$ cat config.mk
export PLATFORM = sky130hd
export DESIGN_NAME = grf_multi
export DESIGN_NICKNAME = d
export VERILOG_FILES = /design/src/rtl/grf_multi.sv
export SDC_FILE = /design/constraint.sdc
export NUM_CORES = 2
export LEC_CHECK = 0
export CAP_MARGIN = 10
export CORE_MARGIN = 3
export CORE_UTILIZATION = 56
export DETAILED_ROUTE_END_ITERATION = 7
export GPL_ROUTABILITY_DRIVEN = 0
export PLACE_DENSITY = 0.77
export SETUP_SLACK_MARGIN = 0.02
export SYNTH_ARGS = -nofsm -noshare
export SYNTH_HDL_FRONTEND = slang
export SYNTH_SLANG_ARGS = --single-unit
export TNS_END_PERCENT = 30
$ cat constraint.sdc
create_clock -name clk -period 4.8 [get_ports clk]
set_input_delay 1.2 -clock clk [delete_from_list [all_inputs] [get_ports clk]]
set_output_delay 1.2 -clock clk [all_outputs]
set_load 0.01 [all_outputs]
$ cat src/rtl/grf_multi.sv
// General register file: one write port, NRD combinational read ports with optional write bypass,
// plus a write-trace FIFO that records every committed write as {pc, addr, data}.
module grf_multi #(
   parameter int unsigned DATA_W      = 32,
   parameter int unsigned ADDR_W      = 5,
   parameter int unsigned NRD         = 2,
   parameter int unsigned BYPASS      = 1,
   parameter int unsigned ZERO_REG    = 1,
   parameter int unsigned TRACE_DEPTH = 4
) (
   input  logic                            clk,
   input  logic                            reset,
   input  logic [NRD*ADDR_W-1:0]           raddr,
   output logic [NRD*DATA_W-1:0]           rdata,
   input  logic                            we,
   input  logic [ADDR_W-1:0]               waddr,
   input  logic [DATA_W-1:0]               wdata,
   input  logic [31:0]                     pc,
   output logic                            trace_valid,
   input  logic                            trace_ready,
   output logic [31:0]                     trace_pc,
   output logic [ADDR_W-1:0]               trace_addr,
   output logic [DATA_W-1:0]               trace_data,
   output logic [$clog2(TRACE_DEPTH):0]    trace_count,
   output logic                            trace_ovf
);

   localparam int unsigned Depth = 2 ** ADDR_W;
   localparam int unsigned PtrW  = $clog2(TRACE_DEPTH);
   localparam int unsigned CntW  = PtrW + 1;
   localparam int unsigned EntW  = 32 + ADDR_W + DATA_W;

   logic [DATA_W-1:0] regs_q [Depth];
   logic              commit;

   assign commit = we && !reset && !((ZERO_REG != 0) && (waddr == '0));

   always_ff @(posedge clk) begin
      if (reset) begin
         for (int i = 0; i < int'(Depth); i++) begin
            regs_q[i] <= '0;
         end
      end else if (commit) begin
         regs_q[waddr] <= wdata;
      end
   end

   for (genvar g = 0; g < int'(NRD); g++) begin : g_rd
      logic [ADDR_W-1:0] ra;
      assign ra = raddr[g*ADDR_W +: ADDR_W];
      always_comb begin
         rdata[g*DATA_W +: DATA_W] = regs_q[ra];
         if ((ZERO_REG != 0) && (ra == '0)) begin
            rdata[g*DATA_W +: DATA_W] = '0;
         end else if ((BYPASS != 0) && commit && (ra == waddr)) begin
            rdata[g*DATA_W +: DATA_W] = wdata;
         end
      end
   end

   // Trace FIFO; power-of-two depth lets the pointers wrap naturally.
   logic [EntW-1:0] mem_q [TRACE_DEPTH];
   logic [PtrW-1:0] wr_ptr_q, rd_ptr_q;
   logic [CntW-1:0] count_q, count_d;
   logic            ovf_q;
   logic            full, pop, push_ok, drop;

   assign full    = (count_q == CntW'(TRACE_DEPTH));
   assign pop     = (count_q != '0) && trace_ready;
   assign push_ok = commit && (!full || pop);
   assign drop    = commit && full && !pop;

   always_comb begin
      count_d = count_q;
      unique case ({push_ok, pop})
         2'b10:   count_d = count_q + CntW'(1);
         2'b01:   count_d = count_q - CntW'(1);
         default: count_d = count_q;
      endcase
   end

   always_ff @(posedge clk) begin
      if (reset) begin
         wr_ptr_q <= '0;
         rd_ptr_q <= '0;
         count_q  <= '0;
         ovf_q    <= 1'b0;
      end else begin
         if (push_ok) begin
            mem_q[wr_ptr_q] <= {pc, waddr, wdata};
            wr_ptr_q        <= wr_ptr_q + PtrW'(1);
         end
         if (pop) begin
            rd_ptr_q <= rd_ptr_q + PtrW'(1);
         end
         if (drop) begin
            ovf_q <= 1'b1;
         end
         count_q <= count_d;
      end
   end

   assign trace_valid = (count_q != '0);
   assign trace_count = count_q;
   assign trace_ovf   = ovf_q;
   assign {trace_pc, trace_addr, trace_data} = mem_q[rd_ptr_q];

endmodule

==> impl_metrics.py <==
metrics = {
    "cells_and_area": {
        "fillers": 7723,
        "ff_latch_area_mm2": 0.0392,
        "multi_input_area_mm2": 0.0259,
        "post-route-util": 0.676,
        "areaGrowthSynthToFinish_pct": 18.8,
        "drive_gt1_frac": 0.277,
        "nNetsFinal": 4973,
    },
    "timing": {
        "setup_tns_ns": -0.156,
        "timing.fmax_mhz": 204,
        "hold_violations": 0,
        "setup_slack_ns": -0.0927,
        "fin_crit_sh": 1.02,
        "finClkSkew_ns": 0.0186,
        "max_slew.worst_pin.slew_ns": 1.29,
        "setup_viol": 4,
        "period_needed_ns": 4.89,
        "rsz0062_at_grt": "yes",
        "relSlewSlack": 0.138,
        "slew_viol_final": 0,
    },
    "clocking": {
        "htree_levels": 4,
        "cts_root_buf": "clkbuf_16",
        "cts_sinks": 1310,
        "clockBufferDepth": 3,
        "cts_made_buffers": 139,
        "hold_buffers": 0,
        "cts_tree": "yes",
        "clkLatencyLatePin_ns": 0.76,
        "path_clk_slew_ns": 0.06,
    },
    "detailed_routing": {
        "ant_nets": 0,
        "initialDrtViolationCount": 7865,
        "drc": 0,
        "viasPerCell": 7.04,
        "avgRoutedWirePerCell_um": 34.5,
        "drtPass1Iterations": 8,
        "vias": 45900,
        "wl_um": 225000,
    },
    "global_routing": {
        "antenna_found_initial": 18,
        "grt_usage": 0.365,
        "overflow": 0,
        "grt_max_degree": 41,
        "grt_pass1_vias": 44600,
        "grt_pass1_wl_um": 317000,
    },
    "place": {
        "hpwl_um": 145000,
        "preCtsSetupSlack_ns": -0.377,
        "port_buffers": 220,
    },
    "floorplanning": {
        "fp-row-count": 125,
        "fp.dieArea_mm2": 0.123,
        "coreArea_mm2": 0.117,
        "dieHeight_um": 351,
        "io_pins": 221,
        "die_width_um": 351,
        "initial_utilization": 0.569,
    },
    "power_and_ir_drop": {
        "p_leak_nw": 28.1,
        "p_per_area_mw_per_mm2": 359,
        "ir_drop_mv": 0.353,
    },
    "yosys": {
        "syn_inst": 4394,
        "syn-mean-instance-area_um2": 15.2,
        "yosysWarnings": 0,
        "synth_cell_types": 73,
        "ys_ff_latch": 1310,
        "seq_area_frac_synth": 0.589,
        "async_reset_ff_frac": 0,
        "synth-main-ff-cell": "edfxtp_1",
        "syn-cell-area_mm2": 0.0666,
        "synth_edf_count": 1300,
    },
    "critical_path": {
        "crit_arrival_ns": 3.69,
        "cp_cell_sequence": "clkdlybuf4s50_1 -> buf_12 -> xnor2_1 -> nand4_1 -> or2_4 -> buf_12 -> nand2_1 -> buf_6 -> o311ai_1 -> buf_4 -> clkdlybuf4s50_1",
        "cp_max_fo": 4,
        "slowest_delay_ns": 0.51,
        "startpoint_type": "input pin",
        "worstSetupPathType": "input pin to output port",
        "slowest_stage": "clkdlybuf4s50_1",
        "critPathCaptureType": "output port",
        "required_ns": 3.60,
    },
    "run_status": {
        "violations": "setup timing",
        "status": "finished with violations",
    },
    "min_path": {
        "hold_path_class": "flip-flop to flip-flop",
    },
    "run": {
        "cap_violations": 0,
    },
}
-- where the power goes --
group | switching (W) | total, W | internal, W
combinational | 0.00243 | 0.00461 | 0.00218
sequential | 0.000342 | 0.0135 | 0.0132
clock | 0.00453 | 0.0103 | 0.00577
-- registers in the layout (all words and copies together) (netlist names), named ones only --
name	flops
mem_q	276
rd_ptr_q	2
wr_ptr_q	2
trace_count	3
trace_ovf	1
regs_q	1024
-- per-layer routing --
metal / track usage / share of wire
met3: 0.126 / 0.16
met2: 0.534 / 0.44
met5: 0 / 0.000049
met4: 0.205 / 0.065
met1: 0.479 / 0.34
-- kinds of logic (layout without fill, tap and decap cells) --
family                   after synthesis  count (layout)  synth area share
AND/OR/NAND/NOR                     1342            1342             0.119
flip-flops                          1310            1310             0.589
multiplexers                         795             795             0.204
buffers and inverters                468            1030            0.0335
AO/OA/AOI/OAI                        459             459            0.0518
XOR/XNOR                              14              14           0.00184
adder cells (fa/ha/maj)                5               5           0.00105
other                                  1              43         0.0000563
-- layout by cell type, fill, tap and decap left out, types with 42 or more instances in the layout --
cell type	n
a221o_1	42
clkdlybuf4s50_1	142
mux2_2	72
buf_4	432
edfxtp_1	1300
nand2_1	86
mux2i_1	285
and2_1	994
nand3_1	51
buf_12	102
mux4_2	427
clkbuf_16	144
o221ai_1	43
nor2_1	67
a22oi_1	80
dlygate4sd2_1	59
a21oi_1	51
-- per-stage QoR --
step	hold WS, ns	std cells	total power, W	area [um2]
CTS	0.533	6506	0.0283	78900
detailed placement	0.515	6256	0.0183	74500
floorplan	0.485	4425	0.0160	66700
finish	0.525	6522	0.0284	79100
global placement	0.498	6256	0.0182	74500
global route	0.548	6513	0.0291	79100
-- what timing repair did --
| item | 4_1_cts | 5_1_grt |
|---|---|---|
| resized for setup | 110 | 23 |
| pin swaps | 7 | 5 |
| gates cloned | 0 | 3 |
| buffers inserted | 7 | 2 |
| setup endpoints to repair | 64 | 42 |
-- synth_stat cells (42+ instances only) --
| library cell | count | area share |
|---|---|---|
| buf_4 | 44 | 0.0050 |
| mux4_2 | 427 | 0.14 |
| buf_2 | 55 | 0.0041 |
| mux2i_1 | 285 | 0.043 |
| o221ai_1 | 49 | 0.0064 |
| mux2_2 | 72 | 0.012 |
| edfxtp_1 | 1300 | 0.59 |
| nor2_1 | 98 | 0.0055 |
| o21ai_0 | 59 | 0.0044 |
| a22oi_1 | 81 | 0.0091 |
| a21oi_1 | 52 | 0.0039 |
| nand3_1 | 52 | 0.0039 |
| clkbuf_1 | 303 | 0.017 |
| nand2_1 | 86 | 0.0048 |
| and2_1 | 999 | 0.094 |
| a221o_1 | 42 | 0.0063 |
-- worst max-delay path: cells and delay by family --
family          cells  cell delay, ns
buf+inv             6            1.59
compound gates      1            0.09
xor+xnor            1            0.12
simple gates        3            0.68
-- final timing paths --
kind	from	endpoint	slack (ns)	depth (start not counted)
max	raddr[8]	rdata[60]	-0.09	11
min	rd_ptr_q[1]	rd_ptr_q[1]	0.53	2
max reg2reg	trace_count[2]	trace_count[2]	2.32	7
min reg2reg	rd_ptr_q[1]	rd_ptr_q[1]	0.53	2
-- cell type report --
cell class                 instances  area share
clock buffer                     174      0.0463
tap                             1524      0.0241
inverter                          18    0.000854
clock inverter                    69     0.00770
sequential                      1310       0.496
multi-input combinational       2647       0.327
timing repair buffer             769      0.0973
antenna                           11    0.000348
No activity file was read; power rests on OpenSTA's default activity.
